`config.mk`:
```
export PLATFORM = sky130hd
export DESIGN_NAME = sdram_read
export DESIGN_NICKNAME = d
export VERILOG_FILES = /design/src/rtl/sdram_pkg.sv /design/src/rtl/sdram_rd_capture.sv /design/src/rtl/sdram_read.sv
export SDC_FILE = /design/constraint.sdc
export NUM_CORES = 1
export LEC_CHECK = 0
export CAP_MARGIN = 15
export CORE_MARGIN = 2
export CORE_UTILIZATION = 40
export DETAILED_ROUTE_END_ITERATION = 10
export MAX_ROUTING_LAYER = met4
export SLEW_MARGIN = 20
export SYNTH_ARGS = -nofsm -noshare
export SYNTH_HDL_FRONTEND = slang
export SYNTH_SLANG_ARGS = --single-unit
export TNS_END_PERCENT = 1
```
`constraint.sdc`:
```
create_clock -name clk -period 5.6 [get_ports clk]
set_input_delay 0.84 -clock clk [delete_from_list [all_inputs] [get_ports clk]]
set_output_delay 0.84 -clock clk [all_outputs]
set_load 0.02 [all_outputs]
```
`src/rtl/sdram_pkg.sv`:
```
// Shared SDRAM controller definitions: command encodings, bus widths and
// the read-sequencer state encoding (shared with sdram_write and sdram_top).
package sdram_pkg;

    localparam int ADDR_W = 13;
    localparam int DATA_W = 16;
    localparam int BA_W   = 2;
    localparam int CMD_W  = 4;

    // {CS_N, RAS_N, CAS_N, WE_N}
    localparam logic [CMD_W-1:0] CMD_NOP  = 4'b0111;
    localparam logic [CMD_W-1:0] CMD_ACT  = 4'b0011;
    localparam logic [CMD_W-1:0] CMD_READ = 4'b0101;
    localparam logic [CMD_W-1:0] CMD_PRE  = 4'b0010;
    localparam logic [CMD_W-1:0] CMD_REF  = 4'b0001;
    localparam logic [CMD_W-1:0] CMD_MRS  = 4'b0000;

    // A10 selects "all banks" on PRECHARGE and must stay low on READ
    // (no auto-precharge).
    localparam logic [ADDR_W-1:0] A10_BIT = 13'h0400;

    typedef enum logic [2:0] {
        RD_IDLE      = 3'd0,
        RD_ACT       = 3'd1,
        RD_TRCD_WAIT = 3'd2,
        RD_READ      = 3'd3,
        RD_PRE       = 3'd4,
        RD_TRP_WAIT  = 3'd5
    } rd_state_t;

endpackage

```
`src/rtl/sdram_rd_capture.sv`:
```
// Read-data capture: a CAS_LAT+1 deep valid shift pipe plus the data register.
// A word issued in cycle r is sampled off dq_in at the edge CAS_LAT+1 edges
// after the command launch, and shows up on rd_data with rd_data_vld in cycle
// r+CAS_LAT+1. The pipe drains on its own, independent of the sequencer.
module sdram_rd_capture
    import sdram_pkg::*;
#(
    parameter int CAS_LAT = 3
) (
    input  logic              clk,
    input  logic              rst,
    input  logic              word_issue,
    input  logic [DATA_W-1:0] dq_in,
    output logic [DATA_W-1:0] rd_data,
    output logic              rd_data_vld
);

    // The last stage doubles as the output valid flag.
    logic [CAS_LAT:0] vld_pipe;

    assign rd_data_vld = vld_pipe[CAS_LAT];

    // Shift the per-word valid along and capture dq_in one stage before the end.
    always_ff @(posedge clk) begin
        if (rst) begin
            vld_pipe <= '0;
            rd_data  <= '0;
        end else begin
            vld_pipe <= {vld_pipe[CAS_LAT-1:0], word_issue};
            if (vld_pipe[CAS_LAT-1]) begin
                rd_data <= dq_in;
            end
        end
    end

endmodule

```
`src/rtl/sdram_read.sv`:
```
// SDRAM read sequencer: one triggered job reads JOB_BURSTS bursts of BURST_LEN
// words from one row (bank 0), yielding the bus to refresh at burst boundaries
// and resuming at the saved column on the next grant.
// Handshake: rd_trig arms a job; rd_req asks the arbiter for the bus while the
// job is pending and rd_en is low; commands are issued only after rd_en is
// seen high in IDLE, and rd_end pulses once the bus is handed back.
module sdram_read
    import sdram_pkg::*;
#(
    parameter int BURST_LEN  = 4,
    parameter int CAS_LAT    = 3,
    parameter int TRCD       = 2,
    parameter int TRP        = 2,
    parameter int JOB_BURSTS = 4
) (
    input  logic              clk,
    input  logic              rst,
    input  logic              rd_trig,
    input  logic              rd_en,
    input  logic              ref_req,
    output logic              rd_req,
    output logic              rd_end,
    output logic [CMD_W-1:0]  rd_cmd,
    output logic [ADDR_W-1:0] rd_addr,
    output logic [BA_W-1:0]   rd_ba,
    input  logic [DATA_W-1:0] dq_in,
    output logic [DATA_W-1:0] rd_data,
    output logic              rd_data_vld,
    output logic              rd_done,
    output rd_state_t         state
);

    localparam int JOB_WORDS = JOB_BURSTS * BURST_LEN;
    localparam int CNT_W     = (JOB_WORDS > 1) ? $clog2(JOB_WORDS) : 1;

    localparam logic [7:0]        TRCD_LAST = 8'(TRCD - 1);
    localparam logic [7:0]        TRP_LAST  = 8'(TRP - 1);
    localparam logic [7:0]        BEAT_LAST = 8'(BURST_LEN - 1);
    localparam logic [ADDR_W-1:0] COL_STEP  = ADDR_W'(BURST_LEN);
    localparam logic [ADDR_W-1:0] JOB_COLS  = ADDR_W'(JOB_WORDS);
    localparam logic [CNT_W-1:0]  WORD_LAST = CNT_W'(JOB_WORDS - 1);

    logic [ADDR_W-1:0] row;
    logic [ADDR_W-1:0] col;
    logic [ADDR_W-1:0] col_next;
    logic              pending;
    logic              job_last;
    logic [7:0]        wait_cnt;
    logic [7:0]        beat_cnt;
    logic [CNT_W-1:0]  word_cnt;

    // col is the start column of the burst currently being read.
    assign col_next = col + COL_STEP;
    assign job_last = (col_next == JOB_COLS);
    assign rd_ba    = '0;

    // Command sequencer; rd_cmd/rd_addr are registered alongside the state.
    always_ff @(posedge clk) begin
        if (rst) begin
            state    <= RD_IDLE;
            rd_cmd   <= CMD_NOP;
            rd_addr  <= '0;
            rd_req   <= 1'b0;
            rd_end   <= 1'b0;
            row      <= '0;
            col      <= '0;
            pending  <= 1'b0;
            wait_cnt <= '0;
            beat_cnt <= '0;
        end else begin
            rd_cmd  <= CMD_NOP;
            rd_addr <= '0;
            rd_end  <= 1'b0;
            rd_req  <= pending && !rd_en;
            case (state)
                RD_IDLE: begin
                    // A trigger is only accepted with no job pending or in flight.
                    if (rd_trig && !pending) begin
                        pending <= 1'b1;
                        col     <= '0;
                    end
                    if (rd_en && pending) begin
                        state   <= RD_ACT;
                        rd_cmd  <= CMD_ACT;
                        rd_addr <= row;
                    end
                end
                RD_ACT: begin
                    state    <= RD_TRCD_WAIT;
                    wait_cnt <= '0;
                end
                RD_TRCD_WAIT: begin
                    if (wait_cnt == TRCD_LAST) begin
                        state    <= RD_READ;
                        rd_cmd   <= CMD_READ;
                        rd_addr  <= col & ~A10_BIT;
                        beat_cnt <= '0;
                    end else begin
                        wait_cnt <= wait_cnt + 8'd1;
                    end
                end
                RD_READ: begin
                    // Decisions are taken only at the last beat, so a burst is never cut short.
                    if (beat_cnt == BEAT_LAST) begin
                        if (job_last) begin
                            row     <= row + ADDR_W'(1);
                            col     <= '0;
                            pending <= 1'b0;
                        end else begin
                            col <= col_next;
                        end
                        if (job_last || ref_req) begin
                            state   <= RD_PRE;
                            rd_cmd  <= CMD_PRE;
                            rd_addr <= A10_BIT;
                        end else begin
                            rd_cmd   <= CMD_READ;
                            rd_addr  <= col_next & ~A10_BIT;
                            beat_cnt <= '0;
                        end
                    end else begin
                        beat_cnt <= beat_cnt + 8'd1;
                    end
                end
                RD_PRE: begin
                    state    <= RD_TRP_WAIT;
                    wait_cnt <= '0;
                end
                RD_TRP_WAIT: begin
                    if (wait_cnt == TRP_LAST) begin
                        state  <= RD_IDLE;
                        rd_end <= 1'b1;
                    end else begin
                        wait_cnt <= wait_cnt + 8'd1;
                    end
                end
                default: state <= RD_IDLE;
            endcase
        end
    end

    // Count delivered words across suspensions; flag the job done after the last one.
    always_ff @(posedge clk) begin
        if (rst) begin
            word_cnt <= '0;
            rd_done  <= 1'b0;
        end else begin
            rd_done <= 1'b0;
            if (rd_data_vld) begin
                if (word_cnt == WORD_LAST) begin
                    word_cnt <= '0;
                    rd_done  <= 1'b1;
                end else begin
                    word_cnt <= word_cnt + CNT_W'(1);
                end
            end
        end
    end

    sdram_rd_capture #(
        .CAS_LAT (CAS_LAT)
    ) u_capture (
        .clk         (clk),
        .rst         (rst),
        .word_issue  (state == RD_READ),
        .dq_in       (dq_in),
        .rd_data     (rd_data),
        .rd_data_vld (rd_data_vld)
    );

endmodule

```
## After elaboration in Yosys (flattened, before gate mapping)

Cells that the tools add are included.

- Input bits: 21
- Bits in registers: 90
- Output and inout port bits: 42
- Word-level logic and storage cells: 92

- Equality and inequality tests: 18
- Reduce and logical (&&, ||, !) cells: 20
- Add/sub/neg operators: 5
- Bitwise operators: 2
- Mux-type cells: 33

Operator list:

| kind | number |
|---|---|
| 2-to-1 mux 13 bit | 7 |
| case mux 13 bit (3 select lines) | 1 |
| 2-to-1 mux 8 bit | 4 |
| case mux 8 bit (2 select lines) | 2 |
| case mux 13 bit (2 select lines) | 1 |
| 2-to-1 mux 3 bit | 8 |
| case mux 3 bit (6 select lines) | 1 |
| adder 8 x 1 -> 8 bit (second input constant) | 2 |
| inequality test 2 bit (second input constant) | 8 |
| adder 13 x 1 -> 13 bit (second input constant) | 1 |
| adder 13 x 3 -> 13 bit (second input constant) | 1 |
| equality test 13 x 5 -> 1 bit (second input constant) | 1 |
| case mux 3 bit (3 select lines) | 1 |
| AND reduction 3 bit | 3 |
| equality test 8 x 1 -> 1 bit (second input constant) | 1 |
| equality test 8 x 2 -> 1 bit (second input constant) | 1 |
| OR reduction 2 bit | 4 |
| equality test 3 x 2 -> 1 bit (second input constant) | 2 |
| equality test 3 bit (second input constant) | 2 |
| nonzero test 2 bit | 3 |
| 2-to-1 mux 1 bit | 5 |
| AND reduction 5 bit | 1 |
| adder 4 x 1 -> 4 bit (second input constant) | 1 |
| equality test 4 bit (second input constant) | 1 |
| 12 further kinds | 16 |

## Depth between registers and ports, before layout

Gate-level depths: netlist of the first run.

- Depth after elaboration: 6
- Mapped depth: 9
- Mapped depth without buffers: 7

## Cells and area by module

Synthesis of the first run repeated with hierarchy kept, for this count alone.

- Cells, all modules: 487
- Area, all modules: 4164.0 µm²

By module, submodules not included:

| module | instances | sequential area each (µm²) | cells each | area an instance (µm²) |
|---|---|---|---|---|
| sdram_read | 1 | 1341.3 | 427 | 3479.6 |
| sdram_rd_capture | 1 | 400.4 | 60 | 684.4 |

## Worst setup path before layout of the first run

Ideal clock, no wire load.

- Kind: flip-flop to flip-flop
- From: register col[2]
- To: register row[12]
- Buffers on the path: 1
- Stages on the path, launching flop included: 8
- Arrival time: 2.047 ns
- Setup time: 0.121 ns
- Path slack: 3.432 ns
- Period minus slack after synthesis: 2.168 ns
- Required time: 5.479 ns
- Cells stage by stage: dfxtp_1 > ha_1 > and3_4 > buf_6 > a211o_1 > a31o_4 > nor4_1 > mux2_2

- Word-level cells in the longest chain between the ends: 3

Ends and longest elaborated chain:

| what | RTL line | RTL |
|---|---|---|
| from (decl) | sdram_read.sv:44 | `logic [ADDR_W-1:0] col;` |
| from (signal assigned) | sdram_read.sv:110 | `col <= col_next;` |
| adder 13 x 3 -> 13 bit | sdram_read.sv:53 | `assign col_next = col + COL_STEP;` |
| equality test 13 x 5 -> 1 bit | sdram_read.sv:54 | `assign job_last = (col_next == JOB_COLS);` |
| AND reduction 3 bit (no line) | n/a |  |
| to (signal assigned) | sdram_read.sv:106 | `row <= row + ADDR_W'(1);` |
| to (decl) | sdram_read.sv:43 | `logic [ADDR_W-1:0] row;` |

No other way between the ends.
A chain may end at the register's enable or synchronous reset.

## Final worst setup path of the first run

- From: register beat_cnt[0]
- To: register row[11]

- Word-level cells in the longest chain between the ends: 2

Ends and longest elaborated chain:

| what | RTL line | RTL |
|---|---|---|
| from (decl) | sdram_read.sv:49 | `logic [7:0] beat_cnt;` |
| from (signal assigned) | sdram_read.sv:122 | `beat_cnt <= beat_cnt + 8'd1;` |
| equality test 8 x 2 -> 1 bit | sdram_read.sv:104 | `if (beat_cnt == BEAT_LAST) begin` |
| AND reduction 3 bit (no line) | n/a |  |

No other way between the ends.

==> reports/qor.txt, run 1 <==
Fin crit period = 2740 ps
Worst Skew = 14.9 ps
Req. time, crit path = 5840 ps
Worst-Margin Slew = 952 ps
Post-route antenna net violation count = 0
Die H = 106 um
Die ar. = 0.0113 sq mm
Status = finished, final reports clean
Post-CTS setup buffers = 0
Inserted Diodes = 0
Arrival time worst endpoint = 2970 ps
Crit path max fanout = 22
HP Class = flip-flop to flip-flop
Fin cells = 655
Finished Cell Area = 0.00498 sq mm
CTS tree = done
R2r worst-path depth = 6
LEAKAGE = 0.00172 uW
Post-route DRC violation count = 0
Vias/cell = 5.62
Post-synth EDFFs = 0
Setup crit end kind = flip-flop
Area grow syn2layout = 18.8%
Placed cell count = 639
# port buffers = 59
Top Ports = 63
Area after DPL = 0.00479 sq mm
Share of layout cells above drive strength 1 = 7.51%
Critical Path Source Type = flip-flop
Maximum clock frequency = 366 MHz
Synthesized cell area = 0.00419 sq mm
RePlAce Congestion = 0.797
Root Driver = clkbuf_8
Hold Path Depth = 1
Setup crit start = beat_cnt[0]
Avg Cell Area, Syn = 8.85 sq um
PwrDens = 271 mW/mm^2
Initial antenna violation count = 0
Pre-CTS WS = 2910 ps
Critical path class = flip-flop to flip-flop
First-pass GRT wire length = 17000 um
Sequential share of the synthesized area = 41.5%
Slew Limit Fails = 0
Cell variety after synth = 66
Core ar. = 0.0102 sq mm
Setup TNS = 0 ps
Max incr delay on CP = 680 ps
Horiz. Die Dim = 106 um
NumNets Final = 542
Final setup fails = 0
Row Count = 37
R2r endpoint = row[11]
GRT Residual Overflow = 0
Clock Path Buffers = 2
Yosys top cell area share = 41.5%
CP cell instances = ha_1, or4b_4, nor3_4, nand2_1, o311ai_0, o41ai_1
Cts-stage hold buffer count = 0
Max transition margin = 36.5%
Gr usage total = 19.0%
Final period util = 48.8%
Largest net degree at the start of global routing = 69
Max-cap violation count = 0
DR WL/cell = 15.6 um
Critical path endpoint = row[11]
Commonest register cell after synthesis = dfxtp_1
Clk sinks = 87
Area contributors post-synth = dfxtp_1 (42%), mux2i_1 (4.8%), nor2_1 (4.0%)
CTS clock-pin slew for the worst setup and hold paths = 90 ps
Ys async rst share = 0%
Post-Synthesis Cells = 474
Synth area leader = dfxtp_1
Clk_lat worst skew = 360 ps
Worst R2R Setup Slack = 2860 ps
Reg-to-Reg Start = beat_cnt[0]
Fin. Hold Viols = 0
Cts repair resizes = 0
Num CTS Buffers = 9
Synth Register Bits = 87
Total Wirelength = 10200 um
Initial Util = 41.0%
RSZ-0062 raised after global routing = no
Via total after detailed routing = 3678
CTS HTree Levels = 3
Vias in the first global route = 3411
Final worst setup slack = 2860 ps
Initial DRC count = 311
Hold Startpoint = u_capture.vld_pipe[1]
Worst vdd ir = 108 uV
Ys Warns = 0
Crit path max-delay cell type = nor3_4
Drt first pass iters = 5
Post-DP HPWL = 6890 um
final cells by class:
class                      instances  area, sq um
sequential                        87         1740
fill                             989         5250
clock buffer                      10          128
tap                              136          170
clock inverter                     6         61.3
inverter                           6         22.5
timing repair buffer              62          608
multi-input combinational        348         2250
routing by layer:
| metal | track usage, % | up-vias | share of wire, % |
|---|---|---|---|
| met5 | - | - | 0 |
| met4 | 7.61 | 0 | 2.0 |
| met3 | 3.19 | 15 | 5.3 |
| met2 | 28.7 | 108 | 45 |
| met1 | 25.4 | 1738 | 48 |
| li1 | - | 1817 | - |
sequential cells by signal, indices dropped and copies added, names as in the netlist:
register,flops
beat_cnt,8
col,11
pending,1
rd_addr,13
rd_cmd,3
rd_done,1
rd_end,1
rd_req,1
row,13
state,3
u_capture.rd_data,16
u_capture.vld_pipe,4
wait_cnt,8
word_cnt,4
synthesized netlist by cell type (5+ instances only):
master / instances
a21oi_1: 31
a22oi_1: 8
a311oi_1: 7
a31oi_1: 5
and2_1: 7
and3_1: 12
buf_2: 5
buf_4: 6
clkbuf_1: 15
dfxtp_1: 87
ha_1: 7
inv_1: 6
mux2_2: 6
mux2i_1: 20
nand2_1: 26
nand2b_1: 5
nand3_1: 27
nand4_1: 5
nor2_1: 45
nor2b_1: 12
nor3_1: 13
nor4_1: 5
o21ai_0: 18
o41ai_1: 5
or2_2: 5
or3_1: 10
xor2_1: 9
worst max-delay path: cells and delay by family (launching register included):
kind,cells,cell delay [ps]
flops,1,370
compound gates,2,510
fa+ha+maj,1,220
simple gates,3,1500
report_power, final:
part,internal (uW),switching [uW]
Combinational,101,144
Sequential,637,39.6
Clock,205,223
Total,943,406
stage by stage:
step	utilization (%)	hold slack, ps	power, uW
final	48.7	448	1350
after global placement	46.8	421	928
after global routing	48.7	467	1420
after CTS	48.6	452	1360
after floorplan	-	414	855
after detailed placement	46.8	432	932
cells in the final DEF (no fill, tap or decap), drive strengths merged, types with 12 or more instances in the layout:
| master | count |
|---|---|
| clkdlybuf4s50 | 58 |
| mux2i | 20 |
| dfxtp | 87 |
| a21oi | 31 |
| o21ai | 20 |
| nand2 | 26 |
| nand3 | 27 |
| nor2 | 45 |
| and3 | 13 |
| nor2b | 12 |
| nor3 | 14 |
cell families (layout without fill, tap and decap cells):
group / Yosys count / in the layout / share of synthesized area [%]
mux: 27 / 27 / 6.65
xor+xnor: 11 / 11 / 2.30
simple gates: 194 / 194 / 25.1
buf+inv: 41 / 84 / 5.10
other cells: 1 / 3 / 0.0894
fa+ha+maj: 7 / 7 / 2.09
flops: 87 / 87 / 41.5
compound gates: 106 / 106 / 17.1
worst min path at each step:
stage | to | slack, ps
finish | u_capture.vld_pipe[2] | 450
global route | u_capture.vld_pipe[2] | 470
CTS | u_capture.vld_pipe[1] | 450
detailed placement | u_capture.vld_pipe[1] | 430
global placement | u_capture.vld_pipe[1] | 420
floorplan | u_capture.vld_pipe[1] | 410
Note: power is estimated with default switching activity, not from simulation.
==> run 2, diff against run 1 <==
==> constraint.sdc (replaced) <==
create_clock -name clk -period 2.2 [get_ports clk]
set_input_delay 0.33 -clock clk [delete_from_list [all_inputs] [get_ports clk]]
set_output_delay 0.33 -clock clk [all_outputs]
set_load 0.02 [all_outputs]
==> run 2 against run 1 <==
Non-clock buffer count rose by 31. Clock power grew to 2.6 times the previous value. Register-to-register slack lost 2800 ps. Die area unchanged. First-iteration DRC count fell by 30%. Hold slack got worse by 2.9 ps. Final area is 5.9% higher. Sequential share of layout area fell by 1.9 points. Via count is 1.6% higher.
==> reports/qor.txt, run 2 (synthesis results as in run 1) <==
Req. time, crit path = 2460 ps (-3380 ps)
Final setup fails = 0 (unchanged)
Clk_lat worst skew = 360 ps (about the same)
Gr usage total = 19.3% (+0.28 points)
DR WL/cell = 15.2 um (-2.5%)
Biggest regs = u_capture.rd_data (16), rd_addr (13), row (13)
First-pass GRT wire length = 16800 um (-0.61%)
Buf+Inv Stages, Crit Path = 0 (unchanged)
RePlAce Congestion = 0.889 (+12%)
GRT Residual Overflow = 0 (unchanged)
Placed cell count = 670 (+4.9%)
Share of layout cells above drive strength 1 = 14.4% (+6.8 points)
Cts-stage hold buffer count = 0 (unchanged)
Final period util = 96.0% (+47 points)
Status = finished, final reports clean
CTS HTree Levels = 3 (unchanged)
Root Driver = clkbuf_8
Fin cells = 686 (+4.7%)
Post-route DRC violation count = 0 (unchanged)
Num CTS Buffers = 9 (unchanged)
CTS clock-pin slew for the worst setup and hold paths = 90 ps (about the same)
Commonest non-fill, non-tap cell in the layout = dfxtp_1
Maximum clock frequency = 473 MHz (+29%)
Die H = 106 um (unchanged)
Largest delay share family, worst path = compound AO/OA/AOI/OAI gates
Fin crit period = 2110 ps (-623 ps)
Horiz. Die Dim = 106 um (unchanged)
Slew Limit Fails = 0 (unchanged)
Switching share of power = 30.1% (about the same)
M1 GR Usage = 26.0% (+0.67 points)
Worst Skew = 7.76 ps (-7.12 ps)
Critical Path Source Type = flip-flop
R2r endpoint = row[6]
Fin. Hold Viols = 0 (unchanged)
Clk sinks = 87 (unchanged)
Post-route antenna net violation count = 0 (unchanged)
Combinational share of power = 21.0% (+2.8 points)
Core ar. = 0.0102 sq mm (unchanged)
Reg-to-Reg Start = col[2]
Hold Startpoint = u_capture.vld_pipe[1]
Vias in the first global route = 3427 (+0.47%)
Crit path max-delay cell type = mux2_2
CTS tree = done
Initial DRC count = 219 (-30%)
Post-DP HPWL = 7420 um (+7.8%)
Met3 Track Usage GR = 3.07% (-0.12 points)
PwrDens = 672 mW/mm^2 (+150%)
Max transition margin = 58.1% (+22 points)
Initial Util = 41.0% (unchanged)
GRT met2 Usage = 28.1% (-0.60 points)
CP cell instances = ha_2, and3_4, a211o_1, a31o_4, nor4_1, mux2_2
Vias/cell = 5.45 (-3.0%)
LEAKAGE = 0.00188 uW (+9.4%)
Top Ports = 63 (unchanged)
Seq pwr share = 47.5% (-2.7 points)
Int Power = 2470 uW (+160%)
Via total after detailed routing = 3736 (+1.6%)
Worst R2R Setup Slack = 90 ps (-2780 ps)
Max incr delay on CP = 360 ps (-320 ps)
HP Class = flip-flop to flip-flop
Worst-Margin Slew = 628 ps (-324 ps)
Setup TNS = 0 ps (unchanged)
Worst vdd ir = 269 uV (+150%)
Worst Hold End = u_capture.vld_pipe[2]
Largest net degree at the start of global routing = 38 (-45%)
Die ar. = 0.0113 sq mm (unchanged)
Post-Route Utilization = 51.5% (+2.8 points)
NumNets Final = 573 (+5.7%)
Commonest non-fill, non-tap cells in the layout = dfxtp_1 (87), clkdlybuf4s50_1 (58), nor2_1 (44)
Max reg flops = 16 (unchanged)
Critical path class = flip-flop to flip-flop
# port buffers = 59 (unchanged)
Busiest grt layer = met2
Crit path max fanout = 11 (-50%)
Area grow syn2layout = 25.7%
Inserted Diodes = 0 (unchanged)
Row Count = 37 (unchanged)
Share of total power in the clock network = 31.5% (-0.2 points)
Reg with most FFs = u_capture.rd_data
Initial antenna violation count = 0 (unchanged)
Clock Path Buffers = 2 (unchanged)
Hold Slack = 445 ps (-2.93 ps)
Max-cap violation count = 0 (unchanged)
P_sw = 1070 uW (+160%)
Setup crit end kind = flip-flop
Drt first pass iters = 4 (-1)
R2r worst-path depth = 6 (unchanged)
Hold Path Depth = 1 (unchanged)
Total power = 3540 uW (+160%)
Total Wirelength = 10400 um (+2.1%)
Arrival time worst endpoint = 2380 ps (-590 ps)
## run 2: area by class of cell
| cell class | instances | area [sq um] |
|---|---|---|
| Clock buffer | 9 | 124 |
| Tap cell | 136 | 170 |
| Inverter | 6 | 22.5 |
| Timing Repair Buffer | 93 | 857 |
| Fill cell | 968 | 4960 |
| Clock inverter | 7 | 72.6 |
| Multi-Input combinational cell | 348 | 2280 |
| Sequential cell | 87 | 1740 |
## run 2: routing by layer
| layer | share of wire, % | vias to the layer above | routed length, um |
|---|---|---|---|
| li1 | - | 1876 | - |
| met1 | 47 | 1757 | 4930 |
| met2 | 46 | 92 | 4740 |
| met3 | 5.3 | 11 | 549 |
| met4 | 1.7 | 0 | 180 |
| met5 | 0 | - | 0 |
## run 2: worst register-to-register path, cell delays in order, from the launching register on
cell and delay [ps]:
dfxtp_1 330, ha_2 210, and3_4 210, a211o_1 300
a31o_4 300, nor4_1 310, mux2_2 360
## run 2: power by group through the flow
stage	clock network (uW)	logic [uW]	registers, uW
5_1_grt	1210	813	1690
2_1_floorplan	0	440	1740
3_3_place_gp	0	727	1720
3_5_place_dp	0	733	1720
6_report	1110	744	1680
4_1_cts	1160	738	1680
## run 2: repair_timing
item | CTS | global route
setup buffers | 0 | 0
setup endpoints to repair | 0 | 23
gates resized for setup | 0 | 13
## run 2: how the worst max path moves through the flow
| stage | start | endpoint | cells past startpoint |
|---|---|---|---|
| global route | col[2] | row[8] | 6 |
| global placement | col[2] | row[12] | 6 |
| floorplan | col[2] | row[12] | 7 |
| CTS | col[2] | row[8] | 6 |
| detailed placement | beat_cnt[0] | row[11] | 6 |
| finish | col[2] | row[6] | 6 |
## run 2: stage by stage
step           setup WS (ps)  cell area, sq um
2_1_floorplan           32.0              4200
6_report                87.1              5270
4_1_cts                 27.8              5230
3_3_place_gp             109              5030
3_5_place_dp            46.4              5030
5_1_grt                -3.77              5270
==> run 3, diff against run 2 <==
--- a/config.mk
+++ b/config.mk
@@ -7,9 +7,11 @@
 export LEC_CHECK = 0
 export CAP_MARGIN = 15
 export CORE_MARGIN = 2
-export CORE_UTILIZATION = 40
+export CORE_UTILIZATION = 46
 export DETAILED_ROUTE_END_ITERATION = 10
+export GPL_TIMING_DRIVEN = 0
 export MAX_ROUTING_LAYER = met4
+export PLACE_DENSITY = 0.72
 export SLEW_MARGIN = 20
 export SYNTH_ARGS = -nofsm -noshare
 export SYNTH_HDL_FRONTEND = slang
==> run 3 against run 2 <==
The flow now finishes with violations (setup timing). Clock-buffer cell count rose by 2. Non-clock buffer count rose by 2. Register-to-register slack got worse by 100 ps. First-iteration DRC count rose by 68%. Critical endpoint is now col[5]. Final area rose by 0.93%. Critical path depth rose by 3. Total power rose by 6.4%. Combinational power fell by 3.0%. Wire length rose by 8.0%. Hold slack improved by 16 ps.
==> reports/qor.txt, run 3 (synthesis results as in run 1) <==
Status = complete, but fails checks
Failing checks = setup timing
Pre-CTS WS = -448 ps (-494 ps)
Vias/cell = 6.04 (+11%)
GRT Residual Overflow = 0 (unchanged)
HP Class = flip-flop to flip-flop
Final worst setup slack = -16.6 ps (-104 ps)
Total Wirelength = 11200 um (+8.0%)
Share of layout cells above drive strength 1 = 13.0% (-1.3 points)
Clk sinks = 87 (unchanged)
Inserted Diodes = 0 (unchanged)
Top Ports = 63 (unchanged)
Layout fillers = 789 (-18%)
Cts-stage hold buffer count = 0 (unchanged)
Area occupied by multi-input gates = 0.00236 sq mm (+3.5%)
Die H = 99.5 um (-6.5%)
Reg with most FFs = u_capture.rd_data
Post-route antenna net violation count = 0 (unchanged)
Fin crit period = 2220 ps (+104 ps)
Vias in the first global route = 3731 (+8.9%)
CTS clock-pin slew for the worst setup and hold paths = 80 ps (about the same)
Initial DRC count = 367 (+68%)
RSZ-0062 raised after global routing = yes
Worst vdd ir = 461 uV (+72%)
Setup TNS = -16.6 ps (-16.6 ps)
Max-cap violation count = 0 (unchanged)
CTS tree = done
Post-route DRC violation count = 0 (unchanged)
Post-DP HPWL = 7720 um (+4.1%)
Commonest non-fill, non-tap cells in the layout = dfxtp_1 (84), clkdlybuf4s50_1 (59), nor2_1 (44)
R2r worst-path depth = 9 (+3)
RePlAce Congestion = 0.916 (+3.0%)
Crit path max fanout = 10 (-1)
Critical path class = flip-flop to flip-flop
Biggest regs = u_capture.rd_data (16), rd_addr (13), row (13)
Req. time, crit path = 2450 ps (about the same)
Horiz. Die Dim = 99.5 um (-6.5%)
Largest net degree at the start of global routing = 15 (-61%)
Clk_lat worst skew = 360 ps (about the same)
Area grow syn2layout = 26.9%
Gr usage total = 23.3% (+4.0 points)
Hold Path Depth = 1 (unchanged)
Max transition margin = 54.4% (-3.7 points)
Fin. Hold Viols = 0 (unchanged)
Initial Util = 47.9% (+6.9 points)
Initial antenna violation count = 0 (unchanged)
First-pass GRT wire length = 18000 um (+6.6%)
Setup crit end kind = flip-flop
Final setup fails = 1 (+1)
Worst-Margin Slew = 680 ps (+51.6 ps)
Maximum clock frequency = 451 MHz (-4.7%)
Core ar. = 0.00876 sq mm (-14%)
Critical Path Source Type = flip-flop
Max reg flops = 16 (unchanged)
Arrival time worst endpoint = 2470 ps (+90 ps)
Root Driver = clkbuf_8
Total power = 3770 uW (+6.4%)
Worst Skew = 11.2 ps (+3.47 ps)
Num CTS Buffers = 9 (unchanged)
Via total after detailed routing = 3984 (+6.6%)
# port buffers = 59 (unchanged)
DR WL/cell = 17.0 um (+12%)
Drt first pass iters = 5 (+1)
Commonest non-fill, non-tap cell in the layout = dfxtp_1
NumNets Final = 575 (+0.35%)
Final period util = 101% (+4.7 points)
Register area = 0.00175 sq mm (+0.36%)
Clock Path Buffers = 2 (unchanged)
Die ar. = 0.00990 sq mm (-13%)
PwrDens = 708 mW/mm^2 (+5.4%)
LEAKAGE = 0.00189 uW (+0.45%)
Row Count = 34 (-8.1%)
Post-Route Utilization = 60.7% (+9.2 points)
Slew Limit Fails = 0 (unchanged)
CTS HTree Levels = 3 (unchanged)
run 3: critical path, cell delays in order (launching register included):
cell and delay [ps]:
dfxtp_2 380, ha_4 190, and3_4 170, buf_6 120
a211o_1 290, a31o_4 290, buf_6 160, buf_4 180
a32oi_1 220, o31ai_1 90
run 3: what timing repair did:
item	in CTS	in global routing
gates resized for setup	17	20
setup buffers	0	1
pin swaps	2	2
setup endpoints to repair	43	58
run 3: per-layer routing:
layer	up-vias	track usage, %	wire length [um]
li1	1879	-	-
met1	1900	30.0	4970
met2	172	35.5	5180
met3	33	4.71	793
met4	0	10.5	289
met5	-	-	0
run 3: per-stage QoR:
stage | std cells | hold WS (ps) | area, sq um
floorplan | 476 | 406 | 4200
global placement | 643 | 422 | 4930
detailed placement | 643 | 449 | 4930
CTS | 659 | 461 | 5260
global route | 660 | 495 | 5320
finish | 660 | 461 | 5320
run 3: report_power, final:
group / internal [uW] / total, uW / leakage, uW / switching (uW)
Combinational: 280 / 722 / 0.00107 / 442
Sequential: 1620 / 1680 / 0.000704 / 56.4
Clock: 788 / 1370 / 0.000124 / 580
run 3: worst paths after layout:
| kind | slack, ps | to | from |
|---|---|---|---|
| setup reg to reg | -20 | col[5] | col[3] |
| hold / removal | 460 | u_capture.vld_pipe[2] | u_capture.vld_pipe[1] |
| hold reg to reg | 460 | u_capture.vld_pipe[2] | u_capture.vld_pipe[1] |
| setup / recovery | -20 | col[5] | col[3] |
run 3: cell type report:
type	count	area share [%]
multi-input cells	348	44.4
clock buffers	11	2.66
well taps	108	2.54
flip-flops and latches	87	32.8
clock inverters	5	1.95
plain buffers	35	3.90
repair buffers	60	11.2
inverters	6	0.423
==> patch 1: new RTL, config.mk and constraints of run 2 <==
Put a register stage on the output `rd_data`. The value now appears one clock later. The other outputs are not delayed to match. Comments in the files are not updated.
--- a/src/rtl/sdram_read.sv
+++ b/src/rtl/sdram_read.sv
@@ -39,6 +39,8 @@
     localparam logic [ADDR_W-1:0] COL_STEP  = ADDR_W'(BURST_LEN);
     localparam logic [ADDR_W-1:0] JOB_COLS  = ADDR_W'(JOB_WORDS);
     localparam logic [CNT_W-1:0]  WORD_LAST = CNT_W'(JOB_WORDS - 1);
+
+    logic [DATA_W-1:0] rd_data_d;
 
     logic [ADDR_W-1:0] row;
     logic [ADDR_W-1:0] col;
@@ -164,9 +166,13 @@
         .rst         (rst),
         .word_issue  (state == RD_READ),
         .dq_in       (dq_in),
-        .rd_data     (rd_data),
+        .rd_data     (rd_data_d),
         .rd_data_vld (rd_data_vld)
     );
 
+    always_ff @(posedge clk) begin
+        rd_data <= rd_data_d;
+    end
+
 endmodule
 
Function: changed (Yosys sat finds a counterexample within 10 cycles, from zero or initial values and one cycle with rst high).
==> patch 1 against run 2 <==
  * Area after synthesis rose by 8.1%
  * Count of clock-buffer cells in the layout rose by 1
  * Sequential cell count rose by 16
  * Via count rose by 5.5%
  * Design area rose by 9.4%
  * Setup slack improved by 13 ps
  * Routed wire length rose by 6.2%
  * Critical path type unchanged
Power is not compared: it rests on default switching activity, and its combinational part moved more than twofold at a synthesized area within 25%.
==> patch 1: results (changes against run 2) <==
Global routing
  • Initial antenna violation count: 0 (unchanged)
  • Maximum number of pins on one net before global-route repair: 37 (was 38)
  • Total routing resource utilization after global routing: 0.189 (was 0.193)
  • Wire length of the first global-routing pass: 18500 µm (was 16800 µm)
  • Via count of the first global-routing pass: 3633 (was 3427)

Yosys
  • Number of library cell types mapped by synthesis: 60 (was 66)
  • Top cells by count, synth: sky130_fd_sc_hd__dfxtp_1, sky130_fd_sc_hd__nor2_1, sky130_fd_sc_hd__a21oi_1 (unchanged)
  • Dominant cells by area after synthesis: sky130_fd_sc_hd__dfxtp_1, sky130_fd_sc_hd__nor2_1, sky130_fd_sc_hd__a21oi_1 (was sky130_fd_sc_hd__dfxtp_1, sky130_fd_sc_hd__mux2i_1, sky130_fd_sc_hd__nor2_1)
  • Count of yosys warnings during synthesis: 0 (unchanged)
  • Share of async-settable or async-resettable flops after synthesis: 0 (unchanged)
  • Sequential element share of the synthesized area: 0.455 (was 0.415)

Placement
  • Placer's final routability congestion estimate: 0.867 (was 0.889)
  • Total of buffers placed on input and output ports: 59 (unchanged)
  • Detail Placement HPWL: 7670 µm (was 7420 µm)
  • Worst slack after detailed placement: 35.8 ps (was 46.4 ps)

STA
  • Maximum clock skew at final layout: 5.06 ps (was 7.76 ps)
  • Slew of the pin with the lowest slew margin: 532 ps (was 628 ps)

CTS
  • Longest Clk Path Bufs: 2 (unchanged)
  • Clock edge transition at the registers on the reported setup and hold paths: 70 ps (was 90 ps)
  • Number of buffers inserted for hold repair after clock tree synthesis: 0 (unchanged)
  • Number of levels in the clock H-tree: 3 (unchanged)
  • Clk Latency, worst-skew pair: 350 ps
  • Clock buffers created by TritonCTS: 9 (unchanged)
  • Library cell used as clock root buffer: sky130_fd_sc_hd__clkbuf_16 (was sky130_fd_sc_hd__clkbuf_8)

Critical path
  • Worst-path fanout max: 23 (was 11)
  • Depth of the worst register-to-register path: 7 (was 6)
  • Endpoint arrival time on the critical path: 2340 ps (was 2380 ps)

Run status
  • Result of the run: finished clean (unchanged)

Min path
  • Cells on Worst Hold Path: 2 (was 1)
  • Worst hold-check path type: in2reg (was reg2reg)

Cells and area
  • Registers with the most flip-flops: rd_data: 16 flops, u_capture.rd_data: 16 flops (was u_capture.rd_data: 16 flops, rd_addr: 13 flops, row: 13 flops)
  • Fraction of final layout cells sized beyond drive strength 1: 0.155 (was 0.144)
  • Ant diodes: 0 (unchanged)
  • Number of nets in the finished design: 598 (was 573)

Detailed routing
  • Vias post-DR: 3943 (was 3736)
  • Total detailed-routing wirelength: 11000 µm (was 10400 µm)
  • Number of design-rule violations left by the first detailed-router iteration: 202 (was 219)
  • Router iterations before antenna repair: 5 (was 4)

Power
  • Static Leakage: 2.03 nW
  • Worst IR Drop VDD: 0.477 mV
-- patch 1: changes by cell type in the layout (fill, tap and decap cells not counted), sizes merged, moves of 5 or more --
| cell | delta |
|---|---|
| a211oi | +5 |
| a31oi | +9 |
| dfxtp | +16 |
| nand2 | +6 |
| nor2 | +6 |
| or4 | +5 |
-- patch 1: repair_timing --
item                                    in CTS  in global routing
endpoints found under the setup margin       0                 17
gates resized for setup                      0                 12
buffers inserted                             0                  1
-- patch 1: final timing paths --
kind / from / slack [ps] / end
max: col[2]$_SDFFE_PP0P_ / 100 / row[12]$_SDFFE_PP0P_
min: rst / 290 / wait_cnt[0]$_SDFFE_PP0P_
max reg2reg: col[2]$_SDFFE_PP0P_ / 100 / row[12]$_SDFFE_PP0P_
min reg2reg: u_capture.rd_data[12]$_SDFFE_PP0P_ / 350 / rd_data[12]$_DFF_P_
-- patch 1: critical path, cell delays in order, from the launching register on --
cell and delay, ps:
sky130_fd_sc_hd__dfxtp_2 360, sky130_fd_sc_hd__ha_4 160, sky130_fd_sc_hd__nand4_4 160, sky130_fd_sc_hd__nor4_4 370, sky130_fd_sc_hd__o31ai_4 140, sky130_fd_sc_hd__buf_12 170
sky130_fd_sc_hd__nor4_2 270, sky130_fd_sc_hd__mux2_2 350
-- patch 1: report_power, final --
| group | internal (mW) | leakage (nW) | total [mW] | switching, mW |
|---|---|---|---|---|
| clock | 0.815 | 0.140 | 1.55 | 0.734 |
| combinational | 0.0806 | 1.06 | 0.188 | 0.108 |
| sequential | 1.87 | 0.831 | 1.88 | 0.00820 |
| total | 2.77 | 2.03 | 3.62 | 0.849 |
-- patch 1: kinds of logic after synthesis --
| family | synth area share |
|---|---|
| simple gates | 0.237 |
| compound gates | 0.182 |
| flops | 0.455 |
| buf+inv | 0.0444 |
| mux | 0.0475 |
| fa+ha+maj | 0.0193 |
| xor+xnor | 0.0135 |
| other cells | 0.000827 |
-- patch 1: per-layer routing --
metal / vias to the layer above / track usage / wire [µm]
met5: - / - / 0
met4: 0 / 0.0508 / 144
met3: 13 / 0.0428 / 668
met2: 126 / 0.281 / 4900
met1: 1856 / 0.260 / 5340
li1: 1948 / - / -
-- patch 1: area by class of cell --
type / count / area, µm²
multi-input cells: 353 / 2320
repair buffers: 96 / 892
well taps: 140 / 175
clock buffers: 10 / 239
fillers: 1026 / 5170
flip-flops and latches: 103 / 2070
inverters: 7 / 26.3
clock inverters: 6 / 51.3
-- patch 1: stage by stage --
step                hold WS (ps)   util  instance area [µm²]  cells
CTS                          284  0.523                 5720    714
floorplan                    330      -                 4540    499
detailed placement           336  0.497                 5430    698
finish                       287  0.527                 5770    715
global route                 287  0.527                 5770    715
global placement             332  0.497                 5430    698
==> patch 2: new RTL, config.mk and constraints of run 2 <==
Made on the original files. `BURST_LEN`: 4 -> 2.
--- a/src/rtl/sdram_read.sv
+++ b/src/rtl/sdram_read.sv
@@ -7,7 +7,7 @@
 module sdram_read
     import sdram_pkg::*;
 #(
-    parameter int BURST_LEN  = 4,
+    parameter int BURST_LEN  = 2,
     parameter int CAS_LAT    = 3,
     parameter int TRCD       = 2,
     parameter int TRP        = 2,
Check against the original RTL: not equivalent (Yosys sat finds a counterexample within 10 cycles, from zero or initial values and one cycle with rst high).
==> patch 2 against run 2 <==
  * The run now ends with negative setup slack left
  * Design area grew 11%
  * Total power grew 5.8%
  * Area after synthesis grew 5.3%
  * Routed wire length grew 16%
  * Critical path type unchanged
  * Setup slack lost 140 ps
  * Maximum frequency shrank 6.3%
  * Sequential cell count is the same
  * Combinational power grew 26%
==> patch 2: results (changes against run 2) <==
Cells and area
  • Fraction of final layout cells sized beyond drive strength 1: 0.216 (was 0.144)
  • Number of nets in the finished design: 635 (was 573)

Power
  • Worst IR Drop VDD: 0.541 mV (was 0.269 mV)
  • Static Leakage: 2.18 nW (was 1.88 nW)

STA
  • Number of hold violations in the final report: 0 (unchanged)
  • Rel. slew slack: 0.489 (was 0.581)
  • Final worst-path setup slack: -55.2 ps (was 87.1 ps)
  • Maximum clock skew at final layout: 13.8 ps (was 7.76 ps)
  • Count of final setup violators: 8 (was 0)

Min path
  • Worst hold-check path type: in2reg (was reg2reg)
  • Cells on Worst Hold Path: 2 (was 1)

Run status
  • Result of the run: complete, but fails checks (was finished clean)
  • Violations in the final reports: negative setup slack

Placement
  • Total of buffers placed on input and output ports: 59 (unchanged)
  • Placer's final routability congestion estimate: 0.889 (about the same)
  • Number of placed instances with taps included: 733 (was 670)
  • Detail Placement HPWL: 8550 µm (was 7420 µm)

Yosys
  • Number of library cell types mapped by synthesis: 67 (was 66)
  • Adder-cell area share of the yosys netlist: 0.0227 (was 0.0209)
  • Cells after Synth: 515 (was 474)
  • Sequential element share of the synthesized area: 0.394 (was 0.415)
  • Multiplexer area fraction after synthesis: 0.0558 (was 0.0665)
  • Top cells by count, synth: sky130_fd_sc_hd__dfxtp_1, sky130_fd_sc_hd__nor2_1, sky130_fd_sc_hd__nand3_1 (was sky130_fd_sc_hd__dfxtp_1, sky130_fd_sc_hd__nor2_1, sky130_fd_sc_hd__a21oi_1)
  • Synth Area in XOR/XNOR: 0.0238 (was 0.0230)
  • Share of the synthesized area in compound gates (AO/OA/AOI/OAI): 0.182 (was 0.171)
  • Dominant cells by area after synthesis: sky130_fd_sc_hd__dfxtp_1, sky130_fd_sc_hd__nor2_1, sky130_fd_sc_hd__mux2i_1 (was sky130_fd_sc_hd__dfxtp_1, sky130_fd_sc_hd__mux2i_1, sky130_fd_sc_hd__nor2_1)

Detailed routing
  • Average vias per placed instance: 5.58 (was 5.45)
  • Total detailed-routing wirelength: 12100 µm (was 10400 µm)
  • Detailed-route wire length per cell: 16.1 µm (was 15.2 µm)
  • Number of design-rule violations left by the first detailed-router iteration: 239 (was 219)

Global routing
  • Wire length of the first global-routing pass: 19200 µm (was 16800 µm)
  • Via count of the first global-routing pass: 3965 (was 3427)
  • Total routing resource utilization after global routing: 0.213 (was 0.193)

CTS
  • Clk Latency, worst-skew pair: 380 ps (was 360 ps)
  • Library cell used as clock root buffer: sky130_fd_sc_hd__clkbuf_8 (unchanged)

Critical path
  • End point of the critical path: row[10]$_SDFFE_PP0P_ (was row[6]$_SDFFE_PP0P_)
  • RR Startpoint: beat_cnt[1]$_SDFFE_PP0P_ (was col[2]$_SDFFE_PP0P_)
  • Worst-path fanout max: 3 (was 11)
  • Depth of the worst register-to-register path: 8 (was 6)

Run
  • Max-capacitance violation count: 0 (unchanged)
==> patch 2: report_power, final <==
part,switching [mW],internal (mW)
sequential,0.0426,1.62
combinational,0.568,0.366
clock,0.620,0.533
total,1.23,2.52
==> patch 2: area by class of cell <==
class	count	area, µm²
Sequential cell	87	1760
Clock inverter	6	70.1
Inverter	11	41.3
Timing Repair Buffer	120	1080
Tap cell	140	175
Clock buffer	10	128
Fill cell	985	4940
Multi-Input combinational cell	377	2610
==> patch 2: how the worst min path moves through the flow <==
stage | slack (ps) | end | from
2_1_floorplan | 410 | rd_req$_SDFF_PP0_ | rd_en
3_3_place_gp | 420 | u_capture.vld_pipe[2]$_SDFF_PP0_ | u_capture.vld_pipe[1]$_SDFF_PP0_
3_5_place_dp | 430 | u_capture.vld_pipe[2]$_SDFF_PP0_ | u_capture.vld_pipe[1]$_SDFF_PP0_
4_1_cts | 340 | col[1]$_SDFFE_PP0P_ | rst
5_1_grt | 360 | col[2]$_SDFFE_PP0P_ | rst
6_report | 330 | col[1]$_SDFFE_PP0P_ | rst
==> patch 2: cells by family after synthesis <==
kind of cell,after synthesis
adder cells (fa/ha/maj),8
XOR/XNOR,12
other,1
AO/OA/AOI/OAI,113
multiplexers,24
buffers and inverters,53
flip-flops,87
AND/OR/NAND/NOR,217
==> patch 2: routing by layer <==
| layer | vias to the layer above | wire, µm | GRT usage |
|---|---|---|---|
| li1 | 2058 | - | - |
| met1 | 2024 | 5430 | 0.267 |
| met5 | - | 0 | - |
| met2 | 93 | 5940 | 0.340 |
| met4 | 0 | 231 | 0.0852 |
| met3 | 14 | 466 | 0.0377 |
==> patch 2: critical path, cell delays in order (launching register included) <==
cell	delay, ps
sky130_fd_sc_hd__dfxtp_2	330
sky130_fd_sc_hd__inv_2	50
sky130_fd_sc_hd__ha_1	130
sky130_fd_sc_hd__or4b_4	460
sky130_fd_sc_hd__or2_4	260
sky130_fd_sc_hd__nor2_4	170
sky130_fd_sc_hd__nand4_4	130
sky130_fd_sc_hd__nor4_4	300
sky130_fd_sc_hd__mux2_4	320
==> patch 2: repair_timing <==
| action | in CTS | in global routing |
|---|---|---|
| cloned | 0 | 0 |
| endpoints found under the setup margin | 31 | 43 |
| pin swaps | 5 | 9 |
| resized for setup | 11 | 31 |
| buffers inserted | 0 | 2 |
==> patch 2: metrics by stage <==
step           setup WS [ps]  total power, mW  instance area, µm²
2_1_floorplan         -0.401             2.26                4460
3_3_place_gp            -114             2.58                5450
3_5_place_dp            -178             2.59                5450
4_1_cts                -56.8             3.75                5700
5_1_grt                 -178             3.91                5860
6_report               -55.2             3.75                5860
